File: src/rtl/bcd_seq_pkg.sv
// rtl/bcd_seq_pkg.sv - shared types and helpers for the BCD add sequencer
package bcd_seq_pkg;

    localparam int BCD_DIGIT_W = 4;

    typedef enum logic [1:0] {
        IDLE  = 2'd0,
        RUN   = 2'd1,
        FLUSH = 2'd2
    } bcd_seq_state_t;

    function automatic logic is_bcd_digit(input logic [3:0] d);
        return d <= 4'd9;
    endfunction

endpackage

File: src/rtl/bcd_word_adder.sv
// rtl/bcd_word_adder.sv - combinational multi-digit BCD adder, per-digit ripple with +6 correction
module bcd_word_adder
    import bcd_seq_pkg::*;
#(
    parameter int DIGITS = 4
) (
    input  logic [BCD_DIGIT_W*DIGITS-1:0] a,
    input  logic [BCD_DIGIT_W*DIGITS-1:0] b,
    input  logic                          cin,
    output logic [BCD_DIGIT_W*DIGITS-1:0] sum,
    output logic                          cout,
    output logic                          bad_digit
);

    logic       c;
    logic [4:0] t;

    always_comb begin
        sum       = '0;
        bad_digit = 1'b0;
        c         = cin;
        t         = '0;
        for (int i = 0; i < DIGITS; i++) begin
            t = {1'b0, a[i*BCD_DIGIT_W +: BCD_DIGIT_W]}
              + {1'b0, b[i*BCD_DIGIT_W +: BCD_DIGIT_W]}
              + {4'b0, c};
            // Non-BCD nibbles take the same correction path; the 5-bit wrap keeps the low nibble right.
            if (t > 5'd9) begin
                t = t + 5'd6;
                c = 1'b1;
            end else begin
                c = 1'b0;
            end
            sum[i*BCD_DIGIT_W +: BCD_DIGIT_W] = t[3:0];
            if (!is_bcd_digit(a[i*BCD_DIGIT_W +: BCD_DIGIT_W]) ||
                !is_bcd_digit(b[i*BCD_DIGIT_W +: BCD_DIGIT_W]))
                bad_digit = 1'b1;
        end
        cout = c;
    end

endmodule

File: src/rtl/bcd_add_sequencer.sv
// rtl/bcd_add_sequencer.sv - streams a multi-word BCD add, chaining the decimal carry LS word first
module bcd_add_sequencer
    import bcd_seq_pkg::*;
#(
    parameter int DIGITS    = 4,
    parameter int MAX_WORDS = 8,
    parameter int W         = BCD_DIGIT_W * DIGITS,
    parameter int NW        = $clog2(MAX_WORDS + 1)
) (
    input  logic          clk_i,
    input  logic          rst_i,
    input  logic          start_i,
    input  logic [NW-1:0] num_words_i,
    input  logic          cin_i,
    input  logic          op_valid_i,
    output logic          op_ready_o,
    input  logic [W-1:0]  a_i,
    input  logic [W-1:0]  b_i,
    output logic          sum_valid_o,
    input  logic          sum_ready_i,
    output logic [W-1:0]  sum_o,
    output logic          sum_last_o,
    output logic          cout_o,
    output logic          busy_o,
    output logic          len_err_o,
    output logic          digit_err_o
);

    bcd_seq_state_t state, state_next;
    logic [NW-1:0]  remaining;
    logic           carry;
    logic [W-1:0]   add_sum;
    logic           add_cout;
    logic           add_bad;
    logic           len_ok;
    logic           accept;
    logic           sum_taken;

    bcd_word_adder #(.DIGITS(DIGITS)) u_adder (
        .a         (a_i),
        .b         (b_i),
        .cin       (carry),
        .sum       (add_sum),
        .cout      (add_cout),
        .bad_digit (add_bad)
    );

    assign len_ok    = (num_words_i != '0) && (num_words_i <= NW'(MAX_WORDS));
    assign accept    = op_valid_i && op_ready_o;
    assign sum_taken = sum_valid_o && sum_ready_i;

    always_comb begin
        state_next = state;
        op_ready_o = 1'b0;
        busy_o     = (state != IDLE);
        case (state)
            IDLE: if (start_i && len_ok) state_next = RUN;
            RUN: begin
                // Single output register: refill in the same cycle the sink drains it.
                op_ready_o = !sum_valid_o || sum_ready_i;
                if (accept && remaining == NW'(1)) state_next = FLUSH;
            end
            FLUSH: if (sum_taken) state_next = IDLE;
            default: state_next = IDLE;
        endcase
    end

    always_ff @(posedge clk_i) begin
        if (rst_i) begin
            state       <= IDLE;
            remaining   <= '0;
            carry       <= 1'b0;
            sum_valid_o <= 1'b0;
            sum_o       <= '0;
            sum_last_o  <= 1'b0;
            cout_o      <= 1'b0;
            len_err_o   <= 1'b0;
            digit_err_o <= 1'b0;
        end else begin
            state     <= state_next;
            len_err_o <= 1'b0;
            case (state)
                IDLE: begin
                    if (start_i) begin
                        if (len_ok) begin
                            remaining   <= num_words_i;
                            carry       <= cin_i;
                            digit_err_o <= 1'b0;
                        end else begin
                            len_err_o <= 1'b1;
                        end
                    end
                end
                RUN: begin
                    if (accept) begin
                        sum_o       <= add_sum;
                        sum_valid_o <= 1'b1;
                        carry       <= add_cout;
                        remaining   <= remaining - NW'(1);
                        sum_last_o  <= (remaining == NW'(1));
                        if (remaining == NW'(1)) cout_o <= add_cout;
                        if (add_bad) digit_err_o <= 1'b1;
                    end else if (sum_taken) begin
                        sum_valid_o <= 1'b0;
                    end
                end
                FLUSH: if (sum_taken) sum_valid_o <= 1'b0;
                default: ;
            endcase
        end
    end

endmodule

File: config.mk
export PLATFORM = sky130hd
export DESIGN_NAME = bcd_add_sequencer
export DESIGN_NICKNAME = d
export VERILOG_FILES = /design/src/rtl/bcd_seq_pkg.sv /design/src/rtl/bcd_word_adder.sv /design/src/rtl/bcd_add_sequencer.sv
export SDC_FILE = /design/constraint.sdc
export NUM_CORES = 1
export LEC_CHECK = 0
export CELL_PAD_IN_SITES_DETAIL_PLACEMENT = 1
export CELL_PAD_IN_SITES_GLOBAL_PLACEMENT = 1
export CORE_MARGIN = 2
export CORE_UTILIZATION = 38
export CTS_CLUSTER_SIZE = 28
export DETAILED_ROUTE_END_ITERATION = 12
export GPL_ROUTABILITY_DRIVEN = 0
export MAX_ROUTING_LAYER = met4
export PLACE_DENSITY = 0.92
export SETUP_SLACK_MARGIN = 0.4
export SYNTH_ARGS = -nofsm -noshare
export SYNTH_HDL_FRONTEND = slang
export SYNTH_HIERARCHICAL = 1
export SYNTH_SLANG_ARGS = --single-unit
File: constraint.sdc
create_clock -name clk_i -period 17.2 [get_ports clk_i]
set_input_delay 1.72 -clock clk_i [delete_from_list [all_inputs] [get_ports clk_i]]
set_output_delay 1.72 -clock clk_i [all_outputs]
set_load 0.02 [all_outputs]
# ---- After elaboration in Yosys (flattened, before gate mapping)
# Cells that the tools add are included.
dict set report op_classes {
  bitwise_logic 2
  magnitude_cmp 13
  reduce_logical 30
  eq_ne 10
  n_mux 34
  n_addsub 13
}
# operator n
set ops {}
lappend ops {{$le A4 B4 Y1 const B} 9}
lappend ops {{$mux W4} 7}
lappend ops {{$add A4 B4 Y5} 4}
lappend ops {{$add A5 B1 Y5} 4}
lappend ops {{$gt A5 B4 Y1 const B} 4}
lappend ops {{$mux W1} 19}
lappend ops {{$add A4 B3 Y4 const B} 4}
lappend ops {{$ne A2 B2 Y1 const B} 7}
lappend ops {{$logic_not A1 Y1} 9}
lappend ops {{$pmux W4 S2} 1}
lappend ops {{$mux W2} 3}
lappend ops {{$pmux W1 S2} 3}
lappend ops {{$pmux W2 S3} 1}
lappend ops {{$reduce_and A3 Y1} 2}
lappend ops {{$reduce_bool A2 Y1} 3}
lappend ops {{$logic_and A1 B1 Y1} 5}
lappend ops {{$logic_or A1 B1 Y1} 5}
lappend ops {{$reduce_and A5 Y1} 1}
lappend ops {{$eq A4 B1 Y1 const B} 1}
lappend ops {{$reduce_and A4 Y1} 1}
lappend ops {{$reduce_bool A4 Y1} 1}
lappend ops {{$sub A4 B1 Y4 const B} 1}
lappend ops {{$reduce_or A3 Y1} 1}
lappend ops {{$eq A2 B1 Y1 const B} 1}
lappend ops {{other kinds (4)} 5}
dict set report totals {
  regBits 28
  output_inout_bits 23
  inputBits 42
  wordCells 111
}

# ---- Longest topological paths before layout
# Gate-level depths: netlist of the first run.
dict set report logic_depth {
  word_depth 15
  ltp_mapped 32
  depth_no_buf 32
}

# ---- Modules after synthesis
# The synthesis of the first run kept the hierarchy.
# module cells_per_inst area_per_inst_um2 seq_area_each_um2 instances
set by_module_without_submodules {}
lappend by_module_without_submodules {bcd_add_sequencer 152 1285.0 560.5 1}
lappend by_module_without_submodules {bcd_word_adder 114 964.7 0.0 1}

# ---- Least setup slack after synthesis of the first run
# No wires, ideal clock.
dict set report synth_path {
  kind {input to register}
  start {in a_i[0]}
  end {reg sum_o[14]}
  required_time_ns 17.130
  slack_ns 8.365
  path_stages 32
  setup_ns 0.070
  n_path_buf 0
  t_arrival_ns 8.765
  path_cell_list {fa_1 fa_1 xnor2_1 ha_1 a21boi_0 o41a_1 fa_1 inv_1 fa_1 xnor2_1 ha_1 nand2b_1 a22o_1 o31a_1 fa_1 inv_1 fa_1 inv_1 ha_1 a31o_1 o31a_1 inv_1 fa_1 fa_1 xnor2_1 ha_1 nor2b_1 a31o_2 o31ai_4 mux2i_1 nand2_1 a21oi_1}
}
dict set report synth_via {
  elab_chain_cells 13
  elab_cells_between_ends 14
  cone_classes {add/sub: 6; order compare: 4; mux: 4}
}
# item line_no
set synth_lines {}
lappend synth_lines {{start: declaration} bcd_add_sequencer.sv:17} ;# input logic [W-1:0] a_i,
lappend synth_lines {{$add A4 B4 Y5 *} bcd_word_adder.sv:25} ;# + {1'b0, b[i*BCD_DIGIT_W +: BCD_DIGIT_W]}
lappend synth_lines {{$add A5 B1 Y5 *} bcd_word_adder.sv:26} ;# + {4'b0, c};
lappend synth_lines {{$gt A5 B4 Y1 *} bcd_word_adder.sv:28} ;# if (t > 5'd9) begin
lappend synth_lines {{$mux W1 *} bcd_word_adder.sv:28}
lappend synth_lines {{$add A5 B1 Y5 *} bcd_word_adder.sv:26}
lappend synth_lines {{$gt A5 B4 Y1 *} bcd_word_adder.sv:28}
lappend synth_lines {{$mux W1 *} bcd_word_adder.sv:28}
lappend synth_lines {{$add A5 B1 Y5 *} bcd_word_adder.sv:26}
lappend synth_lines {{$gt A5 B4 Y1 *} bcd_word_adder.sv:28}
lappend synth_lines {{$mux W1 *} bcd_word_adder.sv:28}
lappend synth_lines {{$add A5 B1 Y5 *} bcd_word_adder.sv:26}
lappend synth_lines {{$add A4 B3 Y4 / $gt A5 B4 Y1 (equally long branches)} {bcd_word_adder.sv:29, bcd_word_adder.sv:28}}
lappend synth_lines {{$mux W4 *} bcd_word_adder.sv:28}
lappend synth_lines {{net add_sum[14]} bcd_add_sequencer.sv:32} ;# logic [W-1:0] add_sum;
lappend synth_lines {{end signal: assignment} bcd_add_sequencer.sv:96} ;# sum_o <= add_sum;
lappend synth_lines {{end: declaration} bcd_add_sequencer.sv:21} ;# output logic [W-1:0] sum_o,
# The timed path passes the listed nets; every way through them passes the cells marked *.
# A chain may end at the register's enable or synchronous reset.

# ---- Final worst setup path of the first run
dict set report layout_path {
  start {in a_i[0]}
  end {reg carry}
}
dict set report layout_via {
  elab_chain_cells 15
}
# item line_no
set layout_lines {}
lappend layout_lines {{$add A4 B4 Y5} bcd_word_adder.sv:25}
lappend layout_lines {{$add A5 B1 Y5} bcd_word_adder.sv:26}
lappend layout_lines {{$gt A5 B4 Y1} bcd_word_adder.sv:28}
lappend layout_lines {{$mux W1} bcd_word_adder.sv:28}
lappend layout_lines {{$add A5 B1 Y5} bcd_word_adder.sv:26}
lappend layout_lines {{$gt A5 B4 Y1} bcd_word_adder.sv:28}
lappend layout_lines {{$mux W1} bcd_word_adder.sv:28}
lappend layout_lines {{$add A5 B1 Y5} bcd_word_adder.sv:26}
lappend layout_lines {{$gt A5 B4 Y1} bcd_word_adder.sv:28}
lappend layout_lines {{$mux W1} bcd_word_adder.sv:28}
lappend layout_lines {{$add A5 B1 Y5} bcd_word_adder.sv:26}
lappend layout_lines {{$gt A5 B4 Y1} bcd_word_adder.sv:28}
lappend layout_lines {{$mux W1} bcd_word_adder.sv:28}
lappend layout_lines {{net add_cout} bcd_add_sequencer.sv:33} ;# logic add_cout;
lappend layout_lines {{$mux W1} bcd_add_sequencer.sv:95} ;# if (accept) begin
lappend layout_lines {{$pmux W1 S2} bcd_add_sequencer.sv:82} ;# case (state)
lappend layout_lines {{end signal: assignment} bcd_add_sequencer.sv:87} ;# carry <= cin_i;
lappend layout_lines {{end signal: assignment} bcd_add_sequencer.sv:98} ;# carry <= add_cout;
lappend layout_lines {{end: declaration} bcd_add_sequencer.sv:31} ;# logic carry;
# The timed path passes the listed nets, and every way through them passes these cells. The select of a mux whose other input is x is not followed.

==> results_dict.tcl, run 1 <==
set metrics [dict create \
    wire_length_of_the_first_global_routing_pass_mm 11.0 \
    start_util_pct 38.7 \
    cts.reportedPaths.clkPinSlew_ns 0.11 \
    antenna-diode-count 0 \
    finish.cell_count_without_fillers 402 \
    cp_slowest_stage_delay_ns 0.46 \
    clock_insertion_delay_worst_skew_ns 0.29 \
    synth_ff_type "sky130_fd_sc_hd__dfxtp_1" \
    synth_seq_cells 28 \
    port_buffers 64 \
    mappedNetlistNets 340 \
    final.fill_count 731 \
    floorplan.rows 28 \
    setup-tns-final_ns 0 \
    floorplan.core_area_um2 5820 \
    io_pins 65 \
    ys_async_sr_fraction_pct 0 \
    first_pass_detailed_route_iteration_total 4 \
    antenna_found_initial 0 \
    whs_ns 0.461 \
    final_hold_vio_count 0 \
    cts_made_buffers 3 \
    via_count_of_the_routed_design 2213 \
    cts-root-buf "sky130_fd_sc_hd__clkbuf_8" \
    cts-hold-fix-buffers 0 \
    timing_worst_setup_path_type "input pin to flop" \
    netlist-cell-type-count 48 \
    gr-usage-all-layers_pct 21.9 \
    timing.fmax_ghz 0.100 \
    via_count_of_the_first_global_routing_pass 2396 \
    cp_data_required_time_ns 17.39 \
    cts_setup_buffers 0 \
    p_total_w 0.000337 \
    detail_route.drc_violations 0 \
    die_w_um 80.9 \
    postLayoutSetupSlackWorst_ns 7.23 \
    timing.max_cap.violations 0 \
    h-tree-depth 1 \
    drt_wl_total_mm 6.61 \
    pre_cts_setup_slack_ns 7.01 \
    power.static_leakage_nw 1.19 \
    clock_tree.buffer_depth 2 \
    tightestPinTransition_ns 1.05 \
    overflow 0 \
    regArea_um2 561 \
    placed_cell_count 398 \
    synth_sequential_area_ratio_pct 24.9 \
    synth-edff-count 0 \
    overall_die_area_um2 6550 \
    worst-path-max-fanout 5 \
    final.min_clock_period_ns 9.97 \
    layout.cells.most_common_list "64 x sky130_fd_sc_hd__clkdlybuf4s50_1, 41 x sky130_fd_sc_hd__nand2_1, 33 x sky130_fd_sc_hd__a21oi_1" \
    finalNetCount 402 \
    postCtsResizedCells 0 \
    place_hpwl_mm 5.31 \
    drt_iter0_markers 67 \
    end_kind "flop" \
    cpMaxStageDelayCell "sky130_fd_sc_hd__fa_1" \
    nature_of_the_critical_path_startpoint "input pin" \
    synth-warning-count 6 \
    worst_ep_arrival_time_ns 10.16 \
    setup_viol 0 \
    grt_setup_unrepaired "no" \
    class_of_the_worst_hold_path "flop to flop" \
    area_growth_syn_to_layout_pct 34.5 \
    worst_path_most_repeated_cell "sky130_fd_sc_hd__fa_1" \
    dieHeight_um 80.9 \
    maximum_number_of_pins_on_one_net_before_global_route_repair 28 \
    status "complete, no violations" \
    power.density_cell_area_nw_per_um2 111 \
    synthesis.instances 266 \
    slew_headroom_pct 29.7 \
    maxSlewViolCount 0 \
    routed_wire_length_per_instance_um 16.4 \
    post-route-period-util_pct 57.9 \
    multiInputGateArea_um2 1570 \
    fin_worst_skew_ns 0.00113 \
    post_route_cells_drive_above_1_share_pct 4.89 \
    synth.avg_cell_area_um2 8.46 \
    mostFrequentLayoutCell "sky130_fd_sc_hd__clkdlybuf4s50_1" \
    max-vdd-ir-drop_v 0.0000535 \
    numClockSinks 28 \
    mapped_cell_area_um2 2250 \
    clock_tree_from_tritoncts "built" \
    ant_nets 0 \
    avgViaCountPerCell 5.50 \
]
[critical path: cells and delay by family]
family | cells | cell delay, ns
mux | 1 | 0.15
fa+ha+maj | 12 | 4.16
compound gates | 9 | 2.20
buf+inv | 5 | 0.76
xor+xnor | 3 | 0.94
simple gates | 2 | 0.20
[through the flow]
stage / util, % / cell area, µm²
after detailed placement: 50.8 / 2960
after CTS: 52.0 / 3030
after global routing: 52.0 / 3030
final: 52.0 / 3030
after global placement: 50.8 / 2960
after floorplan: - / 2250
[cell usage after synthesis, types with 2 or more instances]
cell | count | area share [%]
sky130_fd_sc_hd__a2111oi_0 | 3 | 1.2
sky130_fd_sc_hd__a211oi_1 | 4 | 1.3
sky130_fd_sc_hd__a21boi_0 | 4 | 1.3
sky130_fd_sc_hd__a21o_1 | 5 | 1.7
sky130_fd_sc_hd__a21oi_1 | 33 | 7.3
sky130_fd_sc_hd__a31oi_1 | 2 | 0.56
sky130_fd_sc_hd__and2_1 | 3 | 0.83
sky130_fd_sc_hd__and3_1 | 2 | 0.56
sky130_fd_sc_hd__and3b_1 | 2 | 0.78
sky130_fd_sc_hd__buf_2 | 2 | 0.44
sky130_fd_sc_hd__clkbuf_1 | 4 | 0.67
sky130_fd_sc_hd__dfxtp_1 | 28 | 25
sky130_fd_sc_hd__fa_1 | 8 | 7.1
sky130_fd_sc_hd__ha_1 | 24 | 13
sky130_fd_sc_hd__inv_1 | 23 | 3.8
sky130_fd_sc_hd__mux2i_1 | 9 | 4.0
sky130_fd_sc_hd__nand2_1 | 41 | 6.8
sky130_fd_sc_hd__nand2b_1 | 2 | 0.56
sky130_fd_sc_hd__nand3_1 | 4 | 0.89
sky130_fd_sc_hd__nand3b_1 | 2 | 0.67
sky130_fd_sc_hd__nand4_1 | 3 | 0.83
sky130_fd_sc_hd__nor2_1 | 6 | 1.0
sky130_fd_sc_hd__nor2b_1 | 5 | 1.4
sky130_fd_sc_hd__o21ai_0 | 9 | 2.0
sky130_fd_sc_hd__o22ai_1 | 4 | 1.1
sky130_fd_sc_hd__o31a_1 | 2 | 0.78
sky130_fd_sc_hd__o31ai_1 | 2 | 0.67
sky130_fd_sc_hd__or2_2 | 3 | 0.83
sky130_fd_sc_hd__xnor2_1 | 8 | 3.1
[layer usage]
metal / up-vias / part of all wire, % / GRT usage, %
li1: 1071 / - / -
met1: 1082 / 44 / 24.9
met2: 49 / 52 / 39.9
met3: 11 / 2.5 / 2.11
met4: 0 / 1.8 / 7.80
met5: - / 0 / -
[final timing paths]
| check | startpoint | end | slack [ns] | cells past startpoint |
|---|---|---|---|---|
| min reg2reg | sum_last_o$_SDFFE_PP0P_ | sum_last_o$_SDFFE_PP0P_ | 0.46 | 2 |
| max reg2reg | carry$_SDFFE_PP0P_ | carry$_SDFFE_PP0P_ | 8.80 | 31 |
| max | a_i[0] | carry$_SDFFE_PP0P_ | 7.23 | 32 |
| min | sum_last_o$_SDFFE_PP0P_ | sum_last_o$_SDFFE_PP0P_ | 0.46 | 2 |
[power by group]
| group | internal [W] | switching (W) | leakage (nW) | total [W] |
|---|---|---|---|---|
| clock network | 0.0000313 | 0.0000244 | 0.0357 | 0.0000557 |
| registers | 0.0000786 | 0.0000108 | 0.228 | 0.0000894 |
| logic | 0.0000861 | 0.000106 | 0.931 | 0.000192 |
| total | 0.000196 | 0.000141 | 1.19 | 0.000337 |
[kinds of logic after synthesis]
| logic type | share of synthesized area, % |
|---|---|
| adders and majority gates | 20.5 |
| DFF | 24.9 |
| xor gates and xnor gates | 3.11 |
| buffers and inverters | 5.12 |
| AOI/OAI and AO/OA | 25.6 |
| and+or+nand+nor | 16.7 |
| muxes | 4.00 |
[cell type report]
type / count / area share (%)
clock inverters: 1 / 0.992
multi-input cells: 208 / 52.0
clock buffers: 3 / 1.36
inverters: 23 / 2.85
flip-flops and latches: 28 / 18.5
repair buffers: 64 / 21.2
well taps: 75 / 3.10
[flip-flops by register name, indices dropped and copies added (netlist names)]
register / flops
sum_o: 16
remaining: 4
state: 2
carry: 1
cout_o: 1
digit_err_o: 1
len_err_o: 1
sum_last_o: 1
sum_valid_o: 1
Note: power is estimated with default switching activity, not from simulation.
==> run 2, diff against run 1 <==
--- a/config.mk
+++ b/config.mk
@@ -8,12 +8,12 @@
 export CELL_PAD_IN_SITES_DETAIL_PLACEMENT = 1
 export CELL_PAD_IN_SITES_GLOBAL_PLACEMENT = 1
 export CORE_MARGIN = 2
-export CORE_UTILIZATION = 38
+export CORE_UTILIZATION = 32
 export CTS_CLUSTER_SIZE = 28
 export DETAILED_ROUTE_END_ITERATION = 12
 export GPL_ROUTABILITY_DRIVEN = 0
 export MAX_ROUTING_LAYER = met4
-export PLACE_DENSITY = 0.92
+export PLACE_DENSITY = 0.84
 export SETUP_SLACK_MARGIN = 0.4
 export SYNTH_ARGS = -nofsm -noshare
 export SYNTH_HDL_FRONTEND = slang
==> constraint.sdc (replaced) <==
create_clock -name clk_i -period 8.53 [get_ports clk_i]
set_input_delay 0.853 -clock clk_i [delete_from_list [all_inputs] [get_ports clk_i]]
set_output_delay 0.853 -clock clk_i [all_outputs]
set_load 0.02 [all_outputs]
==> run 2 against run 1 <==
Compared with the run above: clock power grew 53%; die area grew 18%; hold slack better by 0.0012 ns; core utilization shrank 4.0 points; cell count rose by 10%; register-to-register slack worse by 7.7 ns; via count increased by 1.6%; critical path type unchanged.
==> results_dict.tcl, run 2 (synthesis results as in run 1) <==
set metrics [dict create \
    status "complete, no violations" \
    cts-root-buf "sky130_fd_sc_hd__clkbuf_8" \
    overflow 0 \
    detail_route.drc_violations 0 \
    layout.cells.most_common_list "62 x sky130_fd_sc_hd__clkdlybuf4s50_1, 41 x sky130_fd_sc_hd__nand2_1, 33 x sky130_fd_sc_hd__a21oi_1" \
    finalNetCount 421 \
    final.min_clock_period_ns 7.92 \
    die_w_um 87.8 \
    first_pass_detailed_route_iteration_total 4 \
    antenna-diode-count 0 \
    clock_insertion_delay_worst_skew_ns 0.28 \
    grt_setup_unrepaired "no" \
    place_hpwl_mm 5.32 \
    worst_ep_arrival_time_ns 8.11 \
    port_buffers 64 \
    routed_wire_length_per_instance_um 15.4 \
    post_route_cells_drive_above_1_share_pct 16.2 \
    cts.reportedPaths.clkPinSlew_ns 0.09 \
    final.fill_count 810 \
    cts_made_buffers 3 \
    power.density_cell_area_nw_per_um2 217 \
    timing.max_cap.violations 0 \
    worst-path-max-fanout 4 \
    nature_of_the_critical_path_startpoint "input pin" \
    start_util_pct 33.1 \
    tightestPinTransition_ns 1.08 \
    h-tree-depth 1 \
    timing_worst_setup_path_type "input pin to flop" \
    via_count_of_the_first_global_routing_pass 2388 \
    max-vdd-ir-drop_v 0.0000708 \
    clock_tree_from_tritoncts "built" \
    gr-usage-all-layers_pct 18.4 \
    overall_die_area_um2 7720 \
    finalCoreUtilization_pct 48.1 \
    cp_data_required_time_ns 8.72 \
    via_count_of_the_routed_design 2248 \
    antenna_found_initial 0 \
    worst_path_most_repeated_cell "sky130_fd_sc_hd__fa_2" \
    end_kind "flop" \
    maxSlewViolCount 0 \
    fin_worst_skew_ns 0.00802 \
    class_of_the_worst_hold_path "flop to flop" \
    slew_headroom_pct 27.8 \
    dieHeight_um 87.8 \
    drt_iter0_markers 37 \
    clock_tree.buffer_depth 2 \
    regToRegSetupSlack_ns 1.08 \
    depth_of_the_worst_hold_timing_path 2 \
    area_growth_syn_to_layout_pct 45.2 \
    power.static_leakage_nw 1.29 \
    placed_cell_count 428 \
    final_hold_vio_count 0 \
    ant_nets 0 \
    mostFrequentLayoutCell "sky130_fd_sc_hd__clkdlybuf4s50_1" \
    setup_viol 0 \
    numClockSinks 28 \
    avgViaCountPerCell 5.09 \
    timing.fmax_ghz 0.126 \
    drt_wl_total_mm 6.79 \
    flip_flop_count_of_the_largest_register_after_layout 16 \
    finish.cell_count_without_fillers 442 \
    cpMaxStageDelayCell "sky130_fd_sc_hd__fa_2" \
    post-route-period-util_pct 92.8 \
    io_pins 65 \
    wire_length_of_the_first_global_routing_pass_mm 11.1 \
    floorplan.rows 30 \
    cp_slowest_stage_delay_ns 0.59 \
    regMostFlops "sum_o" \
    maximum_number_of_pins_on_one_net_before_global_route_repair 28 \
    floorplan.core_area_um2 6790 \
    number_of_cells_on_the_worst_reg_to_reg_path 32 \
    layout_top_registers "sum_o (16), remaining (4), state (2)" \
]
[run 2: cell count changes in the layout (fill, tap and decap cells not counted), moves of 3 or more]
cell	change
sky130_fd_sc_hd__inv_1	-5
sky130_fd_sc_hd__inv_2	+5
sky130_fd_sc_hd__xnor2_1	-4
sky130_fd_sc_hd__ha_2	+3
sky130_fd_sc_hd__fa_2	+6
sky130_fd_sc_hd__fa_1	-6
sky130_fd_sc_hd__xnor2_2	+3
sky130_fd_sc_hd__ha_1	-4
sky130_fd_sc_hd__buf_4	+19
[run 2: final timing paths]
| kind | startpoint | to |
|---|---|---|
| setup / recovery | a_i[0] | sum_o[14]$_SDFFE_PP0P_ |
| hold / removal | sum_o[15]$_SDFFE_PP0P_ | sum_o[15]$_SDFFE_PP0P_ |
| setup reg to reg | carry$_SDFFE_PP0P_ | sum_o[14]$_SDFFE_PP0P_ |
| hold reg to reg | sum_o[15]$_SDFFE_PP0P_ | sum_o[15]$_SDFFE_PP0P_ |
[run 2: metal layers]
| metal | wire (µm) | vias to the layer above | track usage, % | share of wire, % |
|---|---|---|---|---|
| li1 | - | 1113 | - | - |
| met1 | 2980 | 1092 | 21.0 | 44 |
| met2 | 3580 | 37 | 34.5 | 53 |
| met3 | 157 | 6 | 1.79 | 2.3 |
| met4 | 63 | 0 | 3.92 | 0.93 |
| met5 | 0 | - | - | 0 |
[run 2: critical path, delay by kind of cell]
kind / cells / cell delay (ns)
mux: 1 / 0.22
fa+ha+maj: 12 / 4.17
buf+inv: 8 / 0.66
compound gates: 9 / 1.96
simple gates: 3 / 0.23
[run 2: layout make-up]
class                      count  area (µm²)  share of cell area (%)
clock buffer                   4        55.1                    1.69
multi-input combinational    208        1660                    50.8
inverter                      23        86.3                    2.64
timing repair buffer          83         783                    24.0
tap                           96         120                    3.68
sequential                    28         561                    17.2
[run 2: what timing repair did]
| action | CTS | global route |
|---|---|---|
| resized for setup | 16 | 12 |
| pin swaps | 13 | 16 |
| setup endpoints to repair | 5 | 5 |
| hold buffers | 0 | 0 |
| setup buffers | 6 | 4 |
[run 2: report_power, final]
part / internal, W / total, W / switching, W
clock network: 0.0000414 / 0.0000852 / 0.0000437
logic: 0.000215 / 0.000442 / 0.000227
registers: 0.000158 / 0.000181 / 0.0000227
[run 2: through the flow]
stage | setup slack, ns | power [W] | TNS, ns | cell area [µm²] | hold WS [ns]
after CTS | 0.404 | 0.000688 | 0 | 3190 | 0.465
after detailed placement | -0.351 | 0.000583 | -1.38 | 3050 | 0.452
final | 0.611 | 0.000708 | 0 | 3270 | 0.462
after global routing | 0.329 | 0.000761 | 0 | 3270 | 0.484
after floorplan | 0.562 | 0.000436 | 0 | 2250 | 0.451
after global placement | 0.0233 | 0.000563 | 0 | 3050 | 0.448
